$ cat config.mk
export PLATFORM = sky130hd
export DESIGN_NAME = fm_op_eg_update
export DESIGN_NICKNAME = d
export VERILOG_FILES = /design/src/rtl/fm_op_eg_update.sv
export SDC_FILE = /design/constraint.sdc
export NUM_CORES = 1
export LEC_CHECK = 0
export BUFFER_PORTS_ARGS = -buffer_cell sky130_fd_sc_hd__buf_2
export CORE_UTILIZATION = 40
export CTS_CLUSTER_SIZE = 12
export DETAILED_ROUTE_END_ITERATION = 12
export GPL_TIMING_DRIVEN = 0
export PLACE_DENSITY = 0.58
export REMOVE_ABC_BUFFERS = 1
export SETUP_SLACK_MARGIN = 0.5
export SLEW_MARGIN = 20
export SYNTH_ARGS = -nofsm -noshare
export SYNTH_HDL_FRONTEND = slang
export SYNTH_SLANG_ARGS = --single-unit
$ cat constraint.sdc
create_clock -name clk -period 7.4 [get_ports clk]
set_input_delay 0.37 -clock clk [delete_from_list [all_inputs] [get_ports clk]]
set_output_delay 0.37 -clock clk [all_outputs]
set_load 0.05 [all_outputs]
$ cat src/rtl/fm_op_eg_update.sv
// fm_op_eg_update: per-slot envelope generator step, two-cycle read-modify-write on an external EG state RAM.
// Optional build macro FM_EG_ATTACK_BYPASS_EN: ar=15 in attack jumps straight to zero attenuation.
module fm_op_eg_update #(
    parameter int unsigned NUM_SLOTS = 64
) (
    input  logic        clk,
    input  logic        reset,
    input  logic        i_start,
    input  logic [5:0]  i_idx,
    input  logic        i_key_on,
    input  logic        i_egt,
    input  logic [3:0]  i_ar,
    input  logic [3:0]  i_dr,
    input  logic [3:0]  i_rr,
    input  logic [3:0]  i_sl,
    output logic        o_ready,
    output logic [5:0]  o_ram_idx,
    output logic        o_ram_wren,
    output logic [1:0]  o_ram_stage,
    output logic [23:0] o_ram_env_cnt,
    input  logic [1:0]  i_ram_stage,
    input  logic [23:0] i_ram_env_cnt,
    output logic        o_valid,
    output logic [5:0]  o_idx,
    output logic [9:0]  o_atten
);
    localparam logic [0:0] ST_IDLE  = 1'b0;
    localparam logic [0:0] ST_WRITE = 1'b1;

    localparam logic [1:0] STG_ATTACK  = 2'd0;
    localparam logic [1:0] STG_DECAY   = 2'd1;
    localparam logic [1:0] STG_SUSTAIN = 2'd2;
    localparam logic [1:0] STG_RELEASE = 2'd3;

    localparam logic [6:0] SLOT_LIMIT = 7'(NUM_SLOTS);

    logic [0:0]  state_q, state_d;
    logic [5:0]  idx_q;
    logic        key_q, egt_q;
    logic [3:0]  ar_q, dr_q, rr_q, sl_q;
    logic [1:0]  stage_q;
    logic [23:0] env_q;
    logic [63:0] hist_q;
    logic        valid_q;
    logic [5:0]  oidx_q;
    logic [9:0]  atten_q;

    logic        accept;
    logic        writing;
    logic        hist_bit;
    logic        attack_bypass;
    logic [1:0]  stage_eff;
    logic [1:0]  stage_new;
    logic [23:0] env_new;
    logic [24:0] env_sum;

    function automatic logic [24:0] rate_inc(input logic [3:0] r);
        rate_inc = (r == 4'd0) ? '0 : (25'd1 << ({1'b0, r} + 5'd4));
    endfunction

`ifdef FM_EG_ATTACK_BYPASS_EN
    assign attack_bypass = (ar_q == 4'hF);
`else
    assign attack_bypass = 1'b0;
`endif

    assign writing   = (state_q == ST_WRITE);
    assign accept    = (state_q == ST_IDLE) && i_start && ({1'b0, i_idx} < SLOT_LIMIT);
    assign hist_bit  = hist_q[idx_q];

    assign o_ready       = !writing;
    assign o_ram_wren    = writing;
    assign o_ram_idx     = writing ? idx_q : i_idx;
    assign o_ram_stage   = stage_new;
    assign o_ram_env_cnt = env_new;
    assign o_valid       = valid_q;
    assign o_idx         = oidx_q;
    assign o_atten       = atten_q;

    always_comb begin
        state_d = state_q;
        if (accept) begin
            state_d = ST_WRITE;
        end else if (writing) begin
            state_d = ST_IDLE;
        end
    end

    // Key edges override the stored stage before the stage step; key-on wins.
    always_comb begin
        stage_eff = stage_q;
        if (key_q && !hist_bit) begin
            stage_eff = STG_ATTACK;
        end else if (!key_q && hist_bit) begin
            stage_eff = STG_RELEASE;
        end
        stage_new = stage_eff;
        env_new   = env_q;
        env_sum   = {1'b0, env_q};
        case (stage_eff)
            STG_ATTACK: begin
                env_sum = {1'b0, env_q} - rate_inc(ar_q);
                if (attack_bypass || env_sum[24] || (env_sum == '0)) begin
                    env_new   = '0;
                    stage_new = STG_DECAY;
                end else begin
                    env_new = env_sum[23:0];
                end
            end
            STG_DECAY: begin
                env_sum = {1'b0, env_q} + rate_inc(dr_q);
                if (env_sum >= {1'b0, sl_q, 20'h0}) begin
                    env_new   = {sl_q, 20'h0};
                    stage_new = STG_SUSTAIN;
                end else begin
                    env_new = env_sum[23:0];
                end
            end
            STG_SUSTAIN: begin
                if (!egt_q) begin
                    stage_new = STG_RELEASE;
                end
            end
            default: begin
                env_sum = {1'b0, env_q} + rate_inc(rr_q);
                env_new = env_sum[24] ? '1 : env_sum[23:0];
            end
        endcase
    end

    always_ff @(posedge clk or posedge reset) begin
        if (reset) begin
            state_q <= ST_IDLE;
            idx_q   <= '0;
            key_q   <= 1'b0;
            egt_q   <= 1'b0;
            ar_q    <= '0;
            dr_q    <= '0;
            rr_q    <= '0;
            sl_q    <= '0;
            stage_q <= '0;
            env_q   <= '0;
            hist_q  <= '0;
            valid_q <= 1'b0;
            oidx_q  <= '0;
            atten_q <= '0;
        end else begin
            state_q <= state_d;
            valid_q <= 1'b0;
            if (accept) begin
                idx_q   <= i_idx;
                key_q   <= i_key_on;
                egt_q   <= i_egt;
                ar_q    <= i_ar;
                dr_q    <= i_dr;
                rr_q    <= i_rr;
                sl_q    <= i_sl;
                stage_q <= i_ram_stage;
                env_q   <= i_ram_env_cnt;
            end
            if (writing) begin
                hist_q[idx_q] <= key_q;
                valid_q       <= 1'b1;
                oidx_q        <= idx_q;
                atten_q       <= env_new[23:14];
            end
        end
    end
endmodule
==> results.sh, run 1 <==
export IMPL_start_util=0.411
export IMPL_rrSetupSlack_ps=1130
export IMPL_worst_ep_arrival_time_ps=6560
export IMPL_grt_antenna_before_repair=0
export IMPL_die_width_um=174
export IMPL_clk_path_buf_depth=2
export IMPL_rsz0062_at_grt="true"
export IMPL_setup_viol=0
export IMPL_worst_slack_ps=473
export IMPL_cts_tree="yes"
export IMPL_synth_adder_area_share=0.111
export IMPL_synth_compound_area_share=0.247
export IMPL_switching_share=0.462
export IMPL_syn_instance_count=1430
export IMPL_pwr_share_seq=0.260
export IMPL_pwr_share_comb=0.518
export IMPL_p_leak_uw=0.00595
export IMPL_io_pins=104
export IMPL_dp_slack_ps=-126
export IMPL_p_int_uw=2190
export IMPL_slowest_stage="or4_4"
export IMPL_max_cap_violations=0
export IMPL_gp_congestion=0.931
export IMPL_critical_path_max_stage_delay_ps=560
export IMPL_path_class="register to primary output"
export IMPL_min_delay_path_depth=3
export IMPL_numCtsBuffers=17
export IMPL_fp_row_count=62
export IMPL_diodes=0
export IMPL_hold_ws_ps=128
export IMPL_r2r_end="o_atten[3]"
export IMPL_portBuffers=103
export IMPL_cp_cell_sequence="inv_2, ha_4, or3_4, nor3_4, ha_2, inv_2, fa_2, nor4_4, o221ai_2, a21oi_2, o31a_1, nor2_2, o21ai_2, xor2_2, ha_1, nand4_1, or4b_1, or4_4, nor4_4, nand4_4, nand2_4, nor2_2, o32a_1, buf_6"
export IMPL_cp_start_kind="register"
export IMPL_relSlewSlack=0.256
export IMPL_drive_above_1_share=0.246
export IMPL_ys_seq_area_frac=0.278
export IMPL_ys_ff_latch=132
export IMPL_grt_ovfl_total=0
export IMPL_clk_latency_ps=450
export IMPL_synthTopCellsByCount="170 x nand2_1, 151 x o21ai_0, 132 x dfrtp_1, 102 x nor2_1, 82 x ha_1"
export IMPL_grt_max_degree=99
export IMPL_hold_viol=0
export IMPL_dr_pass1_iters=5
export IMPL_synth_warnings=0
export IMPL_cts_sinks=132
export IMPL_yosys_top_cells_area="dfrtp_1 28%, ha_1 8.6%, o21ai_0 6.4%"
export IMPL_syn2layout_area_growth_pct=20.6
export IMPL_synth_largest_area_cell="dfrtp_1"
export IMPL_synth_top_area_frac=0.278
export IMPL_synthSimpleGateAreaFrac=0.205
export IMPL_r2r_cells=24
export IMPL_synth_top_family_by_area="compound AO/OA/AOI/OAI gates"
export IMPL_root_buffer="clkbuf_16"
export IMPL_tightest_slew_ps=1120
export IMPL_end_kind="primary output"
export IMPL_min_to="env_q[0]"
export IMPL_fin_util=0.495
export IMPL_power_frac_clock=0.222
export IMPL_h_tree_depth=4
export IMPL_dp_hpwl_um=28900
export IMPL_synth_distinct_cells=96
export IMPL_p_sw_uw=1880
export IMPL_post_drt_wl_per_cell_um=20.2
export IMPL_synthMuxAreaShare=0.0779
export IMPL_ir_worst_vdd_uv=188
export IMPL_first_iter_violations=1020
export IMPL_fin_skew_ps=13.9
export IMPL_synth_edf_count=0
export IMPL_routed_via_count=11327
export IMPL_coreArea_um2=28900
export IMPL_die_area_um2=30400
export IMPL_p_per_area_nw_per_um2=284
export IMPL_min_period_over_period=0.936
export IMPL_critPathMaxFanout=7
export IMPL_worstHoldStart="i_ram_env_cnt[0]"
export IMPL_holdCritPathClass="input port to register"
export IMPL_synthFlopType="dfrtp_1"
export IMPL_avgSynthCellArea_um2=8.31
export IMPL_syn_cell_area_um2=11900
export IMPL_async_flop_share=1.00
export IMPL_drc=0
export IMPL_path_clk_slew_ps=70
export IMPL_vias_per_cell=5.91
export IMPL_grt_pass1_vias=10556
export IMPL_period_needed_ps=6930
export IMPL_layout_nets=1658
export IMPL_wl_um=38700
export IMPL_slew_viol_final=0
export IMPL_die_h_um=174
export IMPL_track_usage=0.253
export IMPL_synth_most_common_cell="nand2_1"
export IMPL_synth_xor_area_share=0.0360
export IMPL_postRouteAntennaNets=0
export IMPL_critical_path_required_ps=7030
export IMPL_grt_pass1_wl_um=59300
export IMPL_status="finished clean"
export IMPL_max_freq_mhz=144
export IMPL_reg2reg_from="dr_q[2]"
## kinds of logic (layout without fill, tap and decap cells)
kind of cell	Yosys count	count (layout)
XOR/XNOR	48	48
AND/OR/NAND/NOR	484	484
buffers and inverters	138	241
flip-flops	132	132
AO/OA/AOI/OAI	447	447
adder cells (fa/ha/maj)	108	108
multiplexers	73	73
## critical path: cells and delay by family, from the launching register on
kind | cells | cell delay [ps]
AOI/OAI and AO/OA | 5 | 1110
DFF | 1 | 410
buffers and inverters | 3 | 280
and+or+nand+nor | 11 | 3110
xor gates and xnor gates | 1 | 110
adders and majority gates | 4 | 1070
## registers in the layout, summed over array words and instances, names as in the netlist, 6 cells and up
name and flops:
o_atten 10, idx_q 6, hist_q 64, o_idx 6, env_q 24
## layer usage
metal,GRT usage,routed length [um],up-vias
li1,-,-,5487
met1,0.366,18600,5466
met2,0.376,17000,325
met3,0.0497,2230,49
met4,0.0764,814,0
met5,0,0,-
## how the worst max path moves through the flow
stage	start	to	slack, ps
finish	dr_q[2]	o_ram_env_cnt[9]	470
global route	dr_q[2]	o_ram_env_cnt[23]	300
CTS	dr_q[2]	o_ram_env_cnt[21]	500
detailed placement	dr_q[2]	o_ram_env_cnt[20]	-130
global placement	dr_q[2]	o_ram_env_cnt[20]	-120
floorplan	dr_q[2]	o_ram_env_cnt[20]	910
## placed cells by master (no fill, tap or decap), types with 38 or more instances in the layout
| cell | instances |
|---|---|
| mux2_2 | 52 |
| a21oi_1 | 67 |
| buf_2 | 81 |
| o31ai_1 | 38 |
| dfrtp_1 | 126 |
| nor2_1 | 92 |
| o21ai_0 | 148 |
| buf_4 | 43 |
| ha_1 | 68 |
| inv_1 | 52 |
| nand2_1 | 164 |
## stage by stage
stage               area, um^2  power, uW  instances  setup TNS (ps)
global placement         12600       2860       1837            -270
global route             14300       4280       1917               0
detailed placement       12700       2890       1843            -253
finish                   14300       4070       1917               0
CTS                      13700       3880       1892               0
floorplan                11600       2370       1350               0
## power groups by stage
| stage | clock [uW] | sequential (uW) | combinational [uW] |
|---|---|---|---|
| 6_report | 902 | 1060 | 2110 |
| 5_1_grt | 947 | 1080 | 2250 |
| 4_1_cts | 921 | 1050 | 1910 |
| 3_5_place_dp | 0 | 1060 | 1830 |
| 3_3_place_gp | 0 | 1060 | 1800 |
| 2_1_floorplan | 0 | 1090 | 1280 |
## cell type report
type                            instances  area [um^2]
Timing Repair Buffer                  151         1080
Sequential cell                       132         3310
Clock inverter                         14          174
Multi-Input combinational cell       1160         8620
Fill cell                            2781        14600
Clock buffer                           18          439
Inverter                               58          225
Tap cell                              384          480
## what timing repair did
| action | in CTS | in global routing |
|---|---|---|
| gates resized for setup | 45 | 127 |
| pin swaps | 19 | 33 |
| endpoints found under the setup margin | 32 | 26 |
| buffers inserted | 16 | 25 |
| hold buffers | 1 | 0 |
| endpoints found under the hold margin | 34 | 0 |
No activity file was read; power rests on OpenSTA's default activity.
==> inputs of run 2 (changes only) <==
--- a/config.mk
+++ b/config.mk
@@ -6,11 +6,13 @@
 export NUM_CORES = 1
 export LEC_CHECK = 0
 export BUFFER_PORTS_ARGS = -buffer_cell sky130_fd_sc_hd__buf_2
-export CORE_UTILIZATION = 40
+export CELL_PAD_IN_SITES_DETAIL_PLACEMENT = 2
+export CELL_PAD_IN_SITES_GLOBAL_PLACEMENT = 2
+export CORE_UTILIZATION = 37
 export CTS_CLUSTER_SIZE = 12
 export DETAILED_ROUTE_END_ITERATION = 12
 export GPL_TIMING_DRIVEN = 0
-export PLACE_DENSITY = 0.58
+export PLACE_DENSITY = 0.82
 export REMOVE_ABC_BUFFERS = 1
 export SETUP_SLACK_MARGIN = 0.5
 export SLEW_MARGIN = 20
==> run 2 against run 1 <==
The run now ends with negative setup slack left; sequential share of layout area down 0.46 points; combinational power up 14%; critical endpoint is now o_ram_env_cnt[8]; fmax down 8.7%; worst setup slack worse by 660 ps; clock power up 5.9%; design area up 2.1%; clock skew up 9.8 ps; hold slack worse by 22 ps; global-route usage up 6.2 points; highest routed layer unchanged.
==> results.sh, run 2 (same netlist as run 1, synthesis figures left out) <==
export IMPL_status="complete, but fails checks"
export IMPL_violations="negative setup slack"
export IMPL_layout_commonest_cell="nand2_1"
export IMPL_worst_ep_arrival_time_ps=7210
export IMPL_slowest_stage="or4_4"
export IMPL_grt_pass1_wl_um=79300
export IMPL_root_buffer="clkbuf_16"
export IMPL_grt_antenna_before_repair=2
export IMPL_tightest_slew_ps=1150
export IMPL_post_drt_wl_per_cell_um=29.3
export IMPL_track_usage=0.315
export IMPL_grt_ovfl_total=0
export IMPL_portBuffers=103
export IMPL_largest_reg_flops=64
export IMPL_wl_um=57100
export IMPL_clk_latency_ps=480
export IMPL_fin_util=0.464
export IMPL_dp_hpwl_um=34700
export IMPL_io_pins=104
export IMPL_fin_setup_tns_ps=-2990
export IMPL_numCtsBuffers=17
export IMPL_hold_viol=0
export IMPL_cp_common_cell="buf_4"
export IMPL_grt_max_degree=99
export IMPL_critical_path_max_stage_delay_ps=600
export IMPL_worst_slack_ps=-185
export IMPL_first_iter_violations=1051
export IMPL_top_register="hist_q"
export IMPL_drc=0
export IMPL_fin_skew_ps=23.7
export IMPL_die_width_um=181
export IMPL_start_util=0.377
export IMPL_vias_per_cell=6.48
export IMPL_relSlewSlack=0.235
export IMPL_holdCritPathClass="input port to register"
export IMPL_period_needed_ps=7580
export IMPL_critical_path_required_ps=7030
export IMPL_h_tree_depth=4
export IMPL_critPathBufInv=5
export IMPL_routed_via_count=12641
export IMPL_drive_above_1_share=0.260
export IMPL_min_period_over_period=1.02
export IMPL_cp_start_kind="register"
export IMPL_grt_pass1_vias=13236
export IMPL_crit_family="simple AND/OR/NAND/NOR gates"
export IMPL_clk_path_buf_depth=2
export IMPL_fp_row_count=65
export IMPL_final_cell_mix="162 x nand2_1, 148 x o21ai_0, 124 x dfrtp_1"
export IMPL_die_area_um2=32900
export IMPL_p_per_area_nw_per_um2=304
export IMPL_path_class="register to primary output"
export IMPL_rrSetupSlack_ps=470
export IMPL_setup_viol=22
export IMPL_ir_worst_vdd_uv=208
export IMPL_critPathMaxFanout=7
export IMPL_slew_viol_final=0
export IMPL_coreArea_um2=31600
export IMPL_gp_congestion=0.874
export IMPL_cts_tree="yes"
export IMPL_cts_sinks=132
export IMPL_post_place_cells=1860
export IMPL_path_clk_slew_ps=70
export IMPL_layout_nets=1673
export IMPL_rsz0062_at_grt="true"
export IMPL_max_freq_mhz=132
export IMPL_max_cap_violations=0
export IMPL_dr_pass1_iters=7
export IMPL_final_cells=1951
export IMPL_die_h_um=181
export IMPL_syn2layout_area_growth_pct=23.1
export IMPL_p_leak_uw=0.00607
export IMPL_postRouteAntennaNets=0
export IMPL_hold_ws_ps=106
export IMPL_nFillCells=3419
export IMPL_dp_slack_ps=-408
export IMPL_end_kind="primary output"
[run 2: cell types whose count changed in the layout (fill, tap and decap cells not counted), sizes merged]
cell	change
inv	+1
diode	+1
clkinvlp	-4
clkbuf	+1
buf	+15
clkinv	+2
[run 2: per-stage QoR]
stage                     cell area [um^2]  power, uW
after detailed placement             12700       2970
after floorplan                      11600       2370
final                                14600       4440
after global routing                 14600       4580
after CTS                            14200       4160
after global placement               12600       2890
[run 2: worst reg2reg max path, stage by stage, from the launching register on]
cell,delay (ps)
dfrtp_2,430
buf_4,150
ha_4,180
nand3b_1,200
buf_4,190
nor3_4,280
ha_4,230
nand3_4,110
or4_4,600
o2bb2ai_4,200
o211a_4,200
nor2_4,50
nor4bb_2,410
nor2_1,190
xnor2_2,200
ha_1,340
nand4_1,260
or4b_1,560
or4_4,550
nor4_4,170
buf_4,190
nand4_4,220
nand2_8,200
mux2i_4,300
buf_4,150
buf_4,90
o221ai_1,120
[run 2: metal layers]
| metal | GRT usage | vias to the layer above | part of all wire |
|---|---|---|---|
| li1 | - | 5496 | - |
| met1 | 0.411 | 6506 | 0.43 |
| met2 | 0.524 | 493 | 0.48 |
| met3 | 0.0427 | 146 | 0.053 |
| met4 | 0.123 | 0 | 0.038 |
| met5 | 0 | - | 0 |
[run 2: path summary, 6_finish.rpt]
| check | to | cells after the start | start |
|---|---|---|---|
| setup reg to reg | o_atten[8] | 26 | dr_q[2] |
| max in group asynchronous | dr_q[0] | 4 | reset |
| setup / recovery | o_ram_env_cnt[8] | 26 | dr_q[2] |
| min in group asynchronous | env_q[0] | 3 | reset |
| hold / removal | env_q[0] | 3 | i_ram_env_cnt[0] |
| hold reg to reg | hist_q[33] | 2 | hist_q[33] |
[run 2: what timing repair did]
item | CTS | global route
hold buffers | 1 | 0
hold endpoints to repair | 34 | 0
buffers inserted | 39 | 18
resized for setup | 125 | 67
pin swaps | 45 | 23
endpoints found under the setup margin | 36 | 26
[run 2: power breakdown]
part           leakage [uW]  switching [uW]  internal, uW
logic               0.00408            1550           850
clock network      0.000309             401           553
registers           0.00168             235           859
[run 2: area by class of cell]
type	count	area, um^2	area share
diodes	1	2.50	0.000171
clock buffers	19	453	0.0309
clock inverters	13	170	0.0116
inverters	58	225	0.0154
multi-input cells	1160	8760	0.598
flip-flops and latches	132	3310	0.226
well taps	402	503	0.0344
repair buffers	166	1210	0.0827
==> inputs of run 3 (changes only) <==
--- a/config.mk
+++ b/config.mk
@@ -5,14 +5,16 @@
 export SDC_FILE = /design/constraint.sdc
 export NUM_CORES = 1
 export LEC_CHECK = 0
+export ABC_AREA = 1
 export BUFFER_PORTS_ARGS = -buffer_cell sky130_fd_sc_hd__buf_2
 export CELL_PAD_IN_SITES_DETAIL_PLACEMENT = 2
 export CELL_PAD_IN_SITES_GLOBAL_PLACEMENT = 2
-export CORE_UTILIZATION = 37
+export CORE_UTILIZATION = 34
+export CTS_BUF_LIST = sky130_fd_sc_hd__clkbuf_2 sky130_fd_sc_hd__clkbuf_4 sky130_fd_sc_hd__clkbuf_8
 export CTS_CLUSTER_SIZE = 12
 export DETAILED_ROUTE_END_ITERATION = 12
 export GPL_TIMING_DRIVEN = 0
-export PLACE_DENSITY = 0.82
+export PLACE_DENSITY = 0.84
 export REMOVE_ABC_BUFFERS = 1
 export SETUP_SLACK_MARGIN = 0.5
 export SLEW_MARGIN = 20
==> run 3 against run 2 <==
Via count is 14% higher; first-iteration DRC count is 35% lower; critical path type unchanged; the flow now finishes without violations; largest power group unchanged; design area is 3.2% lower; largest cell class unchanged.
==> results.sh, run 3 <==
export IMPL_gp_congestion=0.952
export IMPL_path_clk_slew_ps=100
export IMPL_critPathBufInv=6
export IMPL_largest_reg_flops=64
export IMPL_grt_pass1_wl_um=87500
export IMPL_start_util=0.344
export IMPL_fp_row_count=70
export IMPL_syn_cell_area_um2=12600
export IMPL_drc=0
export IMPL_min_period_over_period=0.887
export IMPL_h_tree_depth=4
export IMPL_path_class="register to primary output"
export IMPL_relSlewSlack=0.269
export IMPL_synth_top_area_frac=0.263
export IMPL_synth_most_common_cell="nand2_1"
export IMPL_portBuffers=103
export IMPL_holdCritPathClass="input port to register"
export IMPL_status="finished clean"
export IMPL_rsz0062_at_grt="false"
export IMPL_fin_setup_tns_ps=0
export IMPL_avgSynthCellArea_um2=6.21
export IMPL_synth_distinct_cells=49
export IMPL_ys_ff_latch=132
export IMPL_grt_antenna_before_repair=0
export IMPL_ir_worst_vdd_uv=117
export IMPL_die_area_um2=37800
export IMPL_period_needed_ps=6560
export IMPL_synth_warnings=0
export IMPL_nFillCells=4579
export IMPL_p_leak_uw=0.00746
export IMPL_yosys_top_cells_area="dfrtp_1 26%, nand2_1 21%, ha_1 8.2%"
export IMPL_async_flop_share=1.00
export IMPL_synth_edf_count=0
export IMPL_critical_path_required_ps=7030
export IMPL_hold_viol=0
export IMPL_coreArea_um2=36500
export IMPL_synthTopCellsByCount="711 x nand2_1, 218 x inv_1, 165 x nor2_1, 133 x nand3_1, 132 x dfrtp_1"
export IMPL_postRouteAntennaNets=0
export IMPL_cp_start_kind="register"
export IMPL_cts_tree="yes"
export IMPL_fin_skew_ps=19.9
export IMPL_crit_family="simple AND/OR/NAND/NOR gates"
export IMPL_track_usage=0.297
export IMPL_cts_sinks=132
export IMPL_dr_pass1_iters=7
export IMPL_numCtsBuffers=17
export IMPL_final_area_um2=14200
export IMPL_end_kind="primary output"
export IMPL_hold_ws_ps=56.8
export IMPL_dp_hpwl_um=43000
export IMPL_layout_nets=2222
export IMPL_slowest_stage="dfrtp_2"
export IMPL_fin_util=0.388
export IMPL_die_h_um=194
export IMPL_root_buffer="clkbuf_8"
export IMPL_final_cell_mix="708 x nand2_1, 215 x inv_1, 148 x nor2_1"
export IMPL_diodes=0
export IMPL_vias_per_cell=5.63
export IMPL_max_freq_mhz=152
export IMPL_ys_seq_area_frac=0.263
export IMPL_cp_common_cell="nand2_1"
export IMPL_layout_commonest_cell="nand2_1"
export IMPL_top_register="hist_q"
export IMPL_synthFlopType="dfrtp_1"
export IMPL_worst_ep_arrival_time_ps=6190
export IMPL_wl_um=55900
export IMPL_post_drt_wl_per_cell_um=21.8
export IMPL_grt_ovfl_total=0
export IMPL_tightest_slew_ps=1090
export IMPL_clk_latency_ps=510
export IMPL_grt_max_degree=98
export IMPL_setup_viol=0
export IMPL_drive_above_1_share=0.110
export IMPL_slew_viol_final=0
export IMPL_critical_path_max_stage_delay_ps=440
export IMPL_synth_largest_area_cell="dfrtp_1"
export IMPL_routed_via_count=14445
export IMPL_clk_path_buf_depth=2
export IMPL_grt_pass1_vias=15452
export IMPL_io_pins=104
export IMPL_p_per_area_nw_per_um2=273
export IMPL_first_iter_violations=684
export IMPL_max_cap_violations=0
export IMPL_syn_instance_count=2024
export IMPL_postPlaceCellArea_um2=13500
export IMPL_critPathMaxFanout=17
export IMPL_syn2layout_area_growth_pct=12.7
export IMPL_die_width_um=194
-- run 3: changes by cell type in the layout (fill, tap and decap cells not counted), sizes merged, moves of 53 or more --
cell   previous run  this run
inv              63       231
mux2             53         0
nand2           172       718
nand3            23       135
nor2            103       173
o21ai           154        92
-- run 3: path summary, 6_finish.rpt --
| kind | cells after the start | slack (ps) | endpoint | startpoint |
|---|---|---|---|---|
| worst max-delay path | 35 | 840 | o_ram_env_cnt[19] | dr_q[2] |
| worst min-delay path | 3 | 60 | env_q[12] | i_ram_env_cnt[12] |
| worst max register to register | 35 | 1800 | o_atten[1] | dr_q[2] |
| worst min register to register | 2 | 480 | o_idx[2] | o_idx[2] |
| max in group asynchronous | 4 | 6200 | idx_q[0] | reset |
| min in group asynchronous | 3 | 390 | env_q[23] | reset |
-- run 3: cell families after synthesis --
kind of cell             after synthesis  synth area share
AND/OR/NAND/NOR                     1172             0.399
buffers and inverters                303            0.0980
AO/OA/AOI/OAI                        298             0.129
flip-flops                           132             0.263
adder cells (fa/ha/maj)               85            0.0864
XOR/XNOR                              25            0.0174
multiplexers                           9           0.00716
-- run 3: worst register-to-register path, delay by kind of cell, from the launching register on --
family,cells,cell delay (ps)
buffers and inverters,5,580
and+or+nand+nor,26,3410
DFF,1,440
AOI/OAI and AO/OA,1,240
adders and majority gates,3,820
-- run 3: where the power goes --
| part | total (uW) | switching [uW] | internal [uW] | leakage (uW) |
|---|---|---|---|---|
| Combinational | 2080 | 1520 | 555 | 0.00556 |
| Clock | 714 | 371 | 343 | 0.000220 |
| Sequential | 1080 | 195 | 885 | 0.00169 |
| Total | 3870 | 2090 | 1780 | 0.00746 |
-- run 3: cell type report --
| class | instances | area [um^2] | area share |
|---|---|---|---|
| Timing Repair Buffer | 115 | 667 | 0.0470 |
| Multi-Input combinational cell | 1589 | 8310 | 0.586 |
| Clock inverter | 15 | 193 | 0.0136 |
| Tap cell | 468 | 586 | 0.0413 |
| Sequential cell | 132 | 3310 | 0.233 |
| Clock buffer | 17 | 234 | 0.0165 |
| Inverter | 229 | 878 | 0.0620 |
-- run 3: timing repair --
item | in CTS | in global routing
setup endpoints to repair | 25 | 25
setup buffers | 1 | 2
gates resized for setup | 18 | 33
endpoints found under the hold margin | 35 | 0
pin swaps | 1 | 6
gates cloned | 0 | 0
hold buffers | 1 | 0
-- run 3: metrics by stage --
step                      worst slack (ps)  power, uW  cells
after global routing                   432       4110   2565
after global placement                 775       2970   2521
after floorplan                       2060       2430   1950
final                                  837       3870   2565
after detailed placement               500       3080   2529
after CTS                              518       3830   2563
-- run 3: metal layers --
layer,track usage,share of wire,vias up
met5,0,0,-
met4,0.0967,0.030,0
met3,0.0352,0.041,92
met2,0.504,0.47,305
met1,0.393,0.46,7278
li1,-,-,6770
